**src/rtl/alu_pkg.sv**
```systemverilog
// ---------------------------------------------------------------------------
// alu_pkg
// Shared definitions for the blocks that sit in front of the 4-bit ALU:
// the arbiter state encoding and the datapath widths.
// Ports: none (package).
// ---------------------------------------------------------------------------
package alu_pkg;

    localparam int OP_W        = 4;
    localparam int OPND_W      = 4;
    localparam int RES_W       = 8;
    localparam int ALU_NUM_OPS = 13;

    typedef enum logic [1:0] {
        IDLE = 2'd0,
        EXEC = 2'd1,
        RESP = 2'd2
    } state_e;

endpackage

```
**src/rtl/rr_pick2.sv**
```systemverilog
// ---------------------------------------------------------------------------
// rr_pick2
// Combinational two-way round-robin picker. A lone requester always wins.
// On a tie, the requester that was not served last wins.
// Ports:
//   valid[1:0]   in   request lines, bit N = requester N
//   last_served  in   index of the requester served most recently
//   grant[1:0]   out  one-hot grant, or zero when nobody requests
// ---------------------------------------------------------------------------
module rr_pick2 (
    input  logic [1:0] valid,
    input  logic       last_served,
    output logic [1:0] grant
);

    always_comb begin
        grant = 2'b00;
        case (valid)
            2'b01:   grant = 2'b01;
            2'b10:   grant = 2'b10;
            2'b11:   grant = last_served ? 2'b01 : 2'b10;
            default: grant = 2'b00;
        endcase
    end

endmodule

```
**src/rtl/alu_arbiter.sv**
```systemverilog
// ---------------------------------------------------------------------------
// alu_arbiter
// Shares one external ALU between two requesters. A single operation is in
// flight at a time: accept (IDLE) -> drive ALU (EXEC) -> return result (RESP).
// Ports:
//   clk, rst                        clock, synchronous active-high reset
//   reqN_valid/ready/op/a/b         request channel of requester N
//   rspN_valid/ready/data/err       response channel of requester N
//   alu_op/alu_a/alu_b              registered ALU inputs
//   alu_y                           combinational ALU result
//   busy                            high whenever not IDLE
// ---------------------------------------------------------------------------
module alu_arbiter
    import alu_pkg::*;
#(
    parameter int unsigned NUM_OPS    = ALU_NUM_OPS,
    parameter bit          FIRST_PRIO = 1'b0
) (
    input  logic              clk,
    input  logic              rst,
    input  logic              req0_valid,
    output logic              req0_ready,
    input  logic [OP_W-1:0]   req0_op,
    input  logic [OPND_W-1:0] req0_a,
    input  logic [OPND_W-1:0] req0_b,
    output logic              rsp0_valid,
    input  logic              rsp0_ready,
    output logic [RES_W-1:0]  rsp0_data,
    output logic              rsp0_err,
    input  logic              req1_valid,
    output logic              req1_ready,
    input  logic [OP_W-1:0]   req1_op,
    input  logic [OPND_W-1:0] req1_a,
    input  logic [OPND_W-1:0] req1_b,
    output logic              rsp1_valid,
    input  logic              rsp1_ready,
    output logic [RES_W-1:0]  rsp1_data,
    output logic              rsp1_err,
    output logic [OP_W-1:0]   alu_op,
    output logic [OPND_W-1:0] alu_a,
    output logic [OPND_W-1:0] alu_b,
    input  logic [RES_W-1:0]  alu_y,
    output logic              busy
);

    // One extra bit so NUM_OPS = 16 still compares correctly.
    localparam logic [OP_W:0] NUM_OPS_W = NUM_OPS[OP_W:0];

    state_e              state_q, state_d;
    logic                owner_q, owner_d;
    logic                last_served_q, last_served_d;
    logic                err_q, err_d;
    logic [RES_W-1:0]    data_q, data_d;
    logic [OP_W-1:0]     alu_op_q, alu_op_d;
    logic [OPND_W-1:0]   alu_a_q, alu_a_d;
    logic [OPND_W-1:0]   alu_b_q, alu_b_d;

    logic [1:0]          grant;
    logic                can_accept;
    logic                accept;
    logic [OP_W-1:0]     sel_op;
    logic [OPND_W-1:0]   sel_a;
    logic [OPND_W-1:0]   sel_b;
    logic                sel_illegal;
    logic                owner_rsp_ready;

    rr_pick2 u_pick (
        .valid       ({req1_valid, req0_valid}),
        .last_served (last_served_q),
        .grant       (grant)
    );

    // Ready is forced low during reset so nothing is handshaken that the
    // reset is about to discard.
    assign can_accept = (state_q == IDLE) && !rst;
    assign accept     = can_accept && (grant != 2'b00);
    assign req0_ready = can_accept && grant[0];
    assign req1_ready = can_accept && grant[1];

    assign sel_op      = grant[1] ? req1_op : req0_op;
    assign sel_a       = grant[1] ? req1_a  : req0_a;
    assign sel_b       = grant[1] ? req1_b  : req0_b;
    assign sel_illegal = ({1'b0, sel_op} >= NUM_OPS_W);

    assign owner_rsp_ready = owner_q ? rsp1_ready : rsp0_ready;

    // Next-state logic. Illegal opcodes never touch the ALU inputs, so the
    // previous legal operation stays on the ALU and the result is forced to 0.
    always_comb begin
        state_d       = state_q;
        owner_d       = owner_q;
        last_served_d = last_served_q;
        err_d         = err_q;
        data_d        = data_q;
        alu_op_d      = alu_op_q;
        alu_a_d       = alu_a_q;
        alu_b_d       = alu_b_q;
        case (state_q)
            IDLE: begin
                if (accept) begin
                    owner_d = grant[1];
                    err_d   = sel_illegal;
                    if (!sel_illegal) begin
                        alu_op_d = sel_op;
                        alu_a_d  = sel_a;
                        alu_b_d  = sel_b;
                    end
                    state_d = EXEC;
                end
            end
            EXEC: begin
                data_d  = err_q ? '0 : alu_y;
                state_d = RESP;
            end
            RESP: begin
                if (owner_rsp_ready) begin
                    last_served_d = owner_q;
                    state_d       = IDLE;
                end
            end
            default: state_d = IDLE;
        endcase
    end

    // All state, including the registered ALU inputs and response payload.
    always_ff @(posedge clk) begin
        if (rst) begin
            state_q       <= IDLE;
            owner_q       <= 1'b0;
            last_served_q <= ~FIRST_PRIO;
            err_q         <= 1'b0;
            data_q        <= '0;
            alu_op_q      <= '0;
            alu_a_q       <= '0;
            alu_b_q       <= '0;
        end else begin
            state_q       <= state_d;
            owner_q       <= owner_d;
            last_served_q <= last_served_d;
            err_q         <= err_d;
            data_q        <= data_d;
            alu_op_q      <= alu_op_d;
            alu_a_q       <= alu_a_d;
            alu_b_q       <= alu_b_d;
        end
    end

    // The payload is only shown to the owner while its response is valid.
    assign rsp0_valid = (state_q == RESP) && !owner_q;
    assign rsp1_valid = (state_q == RESP) &&  owner_q;
    assign rsp0_data  = rsp0_valid ? data_q : '0;
    assign rsp1_data  = rsp1_valid ? data_q : '0;
    assign rsp0_err   = rsp0_valid && err_q;
    assign rsp1_err   = rsp1_valid && err_q;

    assign alu_op = alu_op_q;
    assign alu_a  = alu_a_q;
    assign alu_b  = alu_b_q;
    assign busy   = (state_q != IDLE);

endmodule
```
**config.mk**
```make
export PLATFORM = sky130hd
export DESIGN_NAME = alu_arbiter
export DESIGN_NICKNAME = d
export VERILOG_FILES = /design/src/rtl/alu_pkg.sv /design/src/rtl/rr_pick2.sv /design/src/rtl/alu_arbiter.sv
export SDC_FILE = /design/constraint.sdc
export NUM_CORES = 1
export LEC_CHECK = 0
export ABC_AREA = 0
export CORE_UTILIZATION = 30
export CTS_BUF_LIST = sky130_fd_sc_hd__clkbuf_16
export DETAILED_ROUTE_END_ITERATION = 12
export HOLD_SLACK_MARGIN = 0.03
export PLACE_DENSITY = 0.67
export SLEW_MARGIN = 10
export SYNTH_ARGS = -nofsm -noshare
export SYNTH_HDL_FRONTEND = slang
export SYNTH_SLANG_ARGS = --single-unit
export TNS_END_PERCENT = 5
```
**constraint.sdc**
```tcl
create_clock -name clk -period 1.65 [get_ports clk]
set_input_delay 0.495 -clock clk [delete_from_list [all_inputs] [get_ports clk]]
set_output_delay 0.495 -clock clk [all_outputs]
set_load 0.05 [all_outputs]
```
### Word-level counts from Yosys, hierarchy flattened

Index checks and enable logic that the tools add are counted.

| storage, ports and cells | value |
|---|---|
| register bits | 25 |
| input port bits | 38 |
| output and inout port bits | 35 |
| word-level logic and storage cells | 46 |

| cells by class | value |
|---|---|
| order comparisons | 1 |
| equality and inequality tests | 7 |
| muxes and demuxes | 12 |
| bitwise gates (word level) | 1 |
| reduce and logical (&&, ||, !) cells | 17 |

Operator list:

| operator | number |
|---|---|
| 8-bit two-way mux | 3 |
| 4-bit two-way mux | 3 |
| 2-bit case mux with 3 select lines | 2 |
| 1-bit logical AND | 8 |
| 2-bit equality test (second input constant) | 3 |
| 2-bit two-way mux | 3 |
| 2-bit AND reduction | 3 |
| 2-bit by 1-bit equality test with 1-bit output (second input constant) | 2 |
| 4-bit greater-or-equal comparator (second input constant) | 1 |
| 2-bit != test (second input constant) | 2 |
| 2-bit nonzero test | 2 |
| 3-bit AND reduction | 1 |
| 1-bit logical NOT | 2 |
| 2-bit logical NOT | 1 |
| 1-bit two-way mux | 1 |
| 1-bit NOT | 1 |

### Depth between registers and ports, before layout

| depth | value |
|---|---|
| depth after elaboration | 6 |
| depth in mapped cells | 7 |
| depth with buffers taken out | 5 |

### Hierarchy

A second synthesis with hierarchy kept.

| second synthesis, totals | value |
|---|---|
| cells, all modules | 148 |
| area, all modules | 1331.3 µm² |

By module, submodules not included:

| module | times used | cells an instance | area an instance (µm²) | sequential area each (µm²) |
|---|---|---|---|---|
| alu_arbiter | 1 | 145 | 1312.5 | 500.5 |
| rr_pick2 | 1 | 3 | 18.8 | 0.0 |

### Worst setup path before layout

Ideal clock, no wire load.

| timing path | value |
|---|---|
| kind | reg2out |
| from | register state_q[1] |
| to | output req0_ready |
| arrival time | 1.869 ns |
| required time | 1.155 ns |
| slack | -0.714 ns |
| cell stages (with the launch flop) | 4 |
| buffers on the path | 0 |
| cell sequence | dfxtp_1 nor2_1 inv_1 nor3_1 |

| between the ends | value |
|---|---|
| word-level cells in the longest chain between the ends | 3 |

Ends and longest elaborated chain:

| item | RTL line | RTL |
|---|---|---|
| start, declared | alu_arbiter.sv:49 | `state_e state_q, state_d;` |
| start signal, assigned | alu_arbiter.sv:137 | `state_q <= state_d;` |
| 2-bit logical NOT | alu_arbiter.sv:75 | `assign can_accept = (state_q == IDLE) && !rst;` |
| 1-bit logical AND | alu_arbiter.sv:75 |  |
| 1-bit logical AND | alu_arbiter.sv:77 | `assign req0_ready = can_accept && grant[0];` |
| end, declared | alu_arbiter.sv:22 | `output logic req0_ready,` |

Every way passes these cells.

### Worst setup path in the final report

| timing path | value |
|---|---|
| from | input req1_valid |
| to | output req0_ready |

| between the ends | value |
|---|---|
| word-level cells in the longest chain between the ends | 3 |
| elaborated cells on any way between the ends | 5 |
| those cells by class | eq/ne: 3; mux: 1; reduce/logical: 1 |

Ends and longest elaborated chain:

| item | RTL line | RTL |
|---|---|---|
| start, declared | alu_arbiter.sv:30 | `input logic req1_valid,` |
| 2-bit equality test / 2-bit by 1-bit equality test with 1-bit output (equally long branches) | rr_pick2.sv:18 | `case (valid)` |
| 2-bit case mux with 3 select lines * | rr_pick2.sv:18 |  |
| 1-bit logical AND * | alu_arbiter.sv:77 |  |

Every way passes the cells marked *; elsewhere a longest branch is shown, timed or not.

==> summary by stage <==
Floorplanning
The starting utilization of the core area is 0.314. The area of the core is 4380 µm². The die covers slightly below 5000 µm². In this run the vertical extent of the chip is 69.7 µm. In this run the core area contains 24 standard-cell rows.

From left edge to right edge, the die measures 69.7 µm. The number of I/O pins is 73.

Finish
The fraction of final layout cells sized beyond drive strength 1 is 0.453. The antenna cell count is 0. For this run, the post-layout net count is 284. The layout overhead on the synthesized area is 108%.

Synthesis
After synthesis, the most frequently instantiated cells are dfxtp_1 (25), a21oi_1 (24), and2_1 (11). The per-instance average area after synthesis is 8.70 µm². During synthesis, Yosys emitted a total of 0 warnings. Of the post-synthesis cell area, the dominant cell type holds 0.364. Synthesis instantiated 31 different standard cells from the library. The most used flip-flop cell after synthesis is dfxtp_1. Summed over all instances, the cell type with the most area after synthesis is dfxtp_1.

In this run the cell area of the synthesized design comes to 1380 µm². Yosys instantiated no cell more often than dfxtp_1. The async set-or-reset flop fraction in the synthesized netlist is 0. The number of synthesized flops with an enable pin is 0. In the post-synthesis netlist, the biggest area contributors are dfxtp_1 (36%), a21oi_1 (8.7%), o21ai_2 (6.4%). Counting flops and latches in the post-synthesis netlist gives 25.

The post-synth net total is 196. The share of the yosys chip area belonging to registers is 0.364. The synthesized instance count is 158.

Routing
The ratio of routed vias to standard cells is a little under 5. The number of DRC markers in iteration 0 is 41. The met2 wire length is 1920 µm. The detail route stage leaves a number of antenna-violating nets equal to 0. The post-detailed-route wirelength per cell is approximately 13 µm. The wire length on met3 is about 370 µm. Across all layers, the routed design uses 1430 vias. The highest layer touched by signal routing is met4.

The routed length on met1 is between 1500 and 2000 µm. After detailed routing, the number of remaining DRC violations is 0. The first detailed-routing pass ran for 4 iterations. Summed over all layers, the routed wires come to approximately 4000 µm.

STA
The post-route clock period utilization is 1.10. Based on the critical path, the design can be clocked at up to 0.550 GHz. The count of endpoints failing setup in the final report is 33.

The worst pin sits at a relative slew slack of 0.792. The number of pins with negative max-slew slack in the final report is 0. Setup repair after global routing could not meet its margin everywhere. The least setup slack across all paths after layout is -167 ps.

The actual transition at the worst max-transition pin is 312 ps. The final setup skew is 2.26 ps. The total count of hold-check failures in the final report is 0.

The routed design could run at a clock period as short as approximately 1800 ps.

Min path
For hold timing, the worst endpoint is data_q[2]. The worst hold path belongs to the class flop to flop. The worst hold path passes through 2 cells.

The startpoint identified for the worst hold timing path is data_q[2].

Clock network
After clock tree synthesis, the flow added hold-fix buffers numbering 0. The maximum level of the CTS H-tree is 1. No sink is reached through more buffers than the 2 on the longest clock path. The clock-pin transition on the worst setup and hold timing paths is 60 ps. The number of buffers inserted during clock tree synthesis is 3. The clock latency on the worst-skew pair is 250 ps. TritonCTS built the clock tree. The number of sinks handled by clock tree synthesis is 25.

CTS placed an instance of clkbuf_16 at the clock tree root.

Critical path
The register-to-register setup slack is about 160 ps. In this run the critical register-to-register path is launched from state_q[1]. The arrival time of data at the critical path endpoint is 1320 ps. For the worst flop-to-flop path, the logic depth is 7. The kind of end point of the critical path is an output port. The worst setup path is of the input port to output port kind. In this run the worst path has a maximum fanout of 3. The startpoint type of the worst setup path is an input port. At the worst endpoint, the required time is 1150 ps. The reg-to-reg critical path endpoint is alu_op[3].

Global route
Entering global routing, the biggest net connects 25 pins. The number of global-route vias before repair is between 1k and 1.5k. The initial antenna violation count was 0. The overall overflow remaining after global route is 0. The first global-routing pass estimated 6730 µm of wire. For this run, the total global-route usage over all layers was measured as 0.168.

Placed design
The count of input and output buffers is 72. The setup slack at placement is -459 ps. The placed wire-length estimate after detailed placement is 2920 µm. Routability-driven placement finished with a final weighted congestion of 0.749.

Outcome
The final reports fail on negative setup slack. The run finished, with violations left.

Pwr
In this run the static leakage power is 1.10 nW. The design draws 1.95 mW. VDD sags by at most 0.000586 V.

The power density relative to cell area is about 680 nW/µm².

Job
The number of maximum-capacitance violations is 0.
==> report_power, final <==
group | internal, mW | switching [mW]
sequential | 0.654 | 0.0521
clock | 0.326 | 0.206
combinational | 0.377 | 0.334
==> metal layers <==
layer / vias up / GRT usage
met5: - / 0
met4: 0 / 0.0267
met3: 2 / 0.0567
met2: 69 / 0.289
met1: 630 / 0.207
li1: 729 / -
==> cells by family after synthesis <==
| family | Yosys count | synth area share |
|---|---|---|
| flops | 25 | 0.364 |
| compound gates | 43 | 0.205 |
| buf+inv | 16 | 0.0701 |
| mux | 15 | 0.122 |
| simple gates | 59 | 0.239 |
==> how the worst max path moves through the flow <==
stage / startpoint / end / slack (ps) / depth (start not counted)
2_1_floorplan: rst / req1_ready / -140 / 6
3_3_place_gp: req1_valid / req0_ready / -430 / 6
3_5_place_dp: req1_valid / req0_ready / -460 / 6
4_1_cts: state_q[1] / req1_ready / -180 / 6
5_1_grt: state_q[1] / rsp0_data[6] / -250 / 5
6_report: req1_valid / req0_ready / -170 / 6
==> critical path: stages <==
cell,delay [ps]
clkdlybuf4s15_2,200
inv_1,50
o21ai_1,70
buf_4,150
nor3_4,190
buf_12,160
==> cells in the final DEF, fill, tap and decap left out <==
master           synthesis  final
buf_6                    1      7
mux2i_1                  4      4
clkbuf_16                0      3
a21boi_4                 1      1
clkdlybuf4s15_1          0      1
inv_1                    2      1
mux2_4                   1      1
clkdlybuf4s15_2          0      2
a21oi_1                 24     24
nor3_4                   0      2
mux2_1                   7      7
o211ai_1                 2      2
o21ai_2                 10     10
nand3_1                 10     10
o21a_1                   2      2
nor2_1                   4      3
nand2b_1                 2      2
nand3b_1                 8      8
nor2b_4                  0      2
mux2_2                   3      3
buf_4                    2     16
clkinv_2                 0      1
dfxtp_1                 25     22
nor2_4                   0      1
dfxtp_2                  0      3
and2_4                   0     11
o21ai_4                  0      1
o21ai_1                  1      1
buf_12                   1     36
a22oi_1                  1      1
inv_2                    1      2
and3_4                   0      9
o21bai_1                 1      1
nor2b_1                  3      1
clkdlybuf4s50_1          0     34
nand2_1                 10     10
==> final cells by class <==
class,count,area [µm²]
well taps,52,65.1
inverters,3,11.3
fillers,351,1520
clock buffers,3,75.1
flip-flops and latches,25,504
clock inverters,1,5.00
multi-input cells,117,907
repair buffers,96,1290
==> sequential cells by signal (all words and copies together), names as in the netlist <==
| name | flops |
|---|---|
| last_served_q | 1 |
| alu_op | 4 |
| alu_b | 4 |
| state_q | 2 |
| alu_a | 4 |
| data_q | 8 |
| err_q | 1 |
| owner_q | 1 |
==> through the flow <==
stage,hold WS [ps],std cells,setup TNS (ps),cell area [µm²],utilization
floorplan,440,158,-1620,1440,-
global placement,449,289,-5850,2640,0.603
detailed placement,460,289,-6080,2640,0.603
CTS,473,297,-2880,2840,0.649
global route,516,297,-4960,2860,0.652
finish,477,297,-2820,2860,0.652
==> timing repair <==
item,CTS,global route
setup endpoints to repair,35,33
gates resized for setup,34,6
pin swaps,12,1
gates cloned,1,0
setup buffers,3,0
Power figures use the tool's default switching activity.
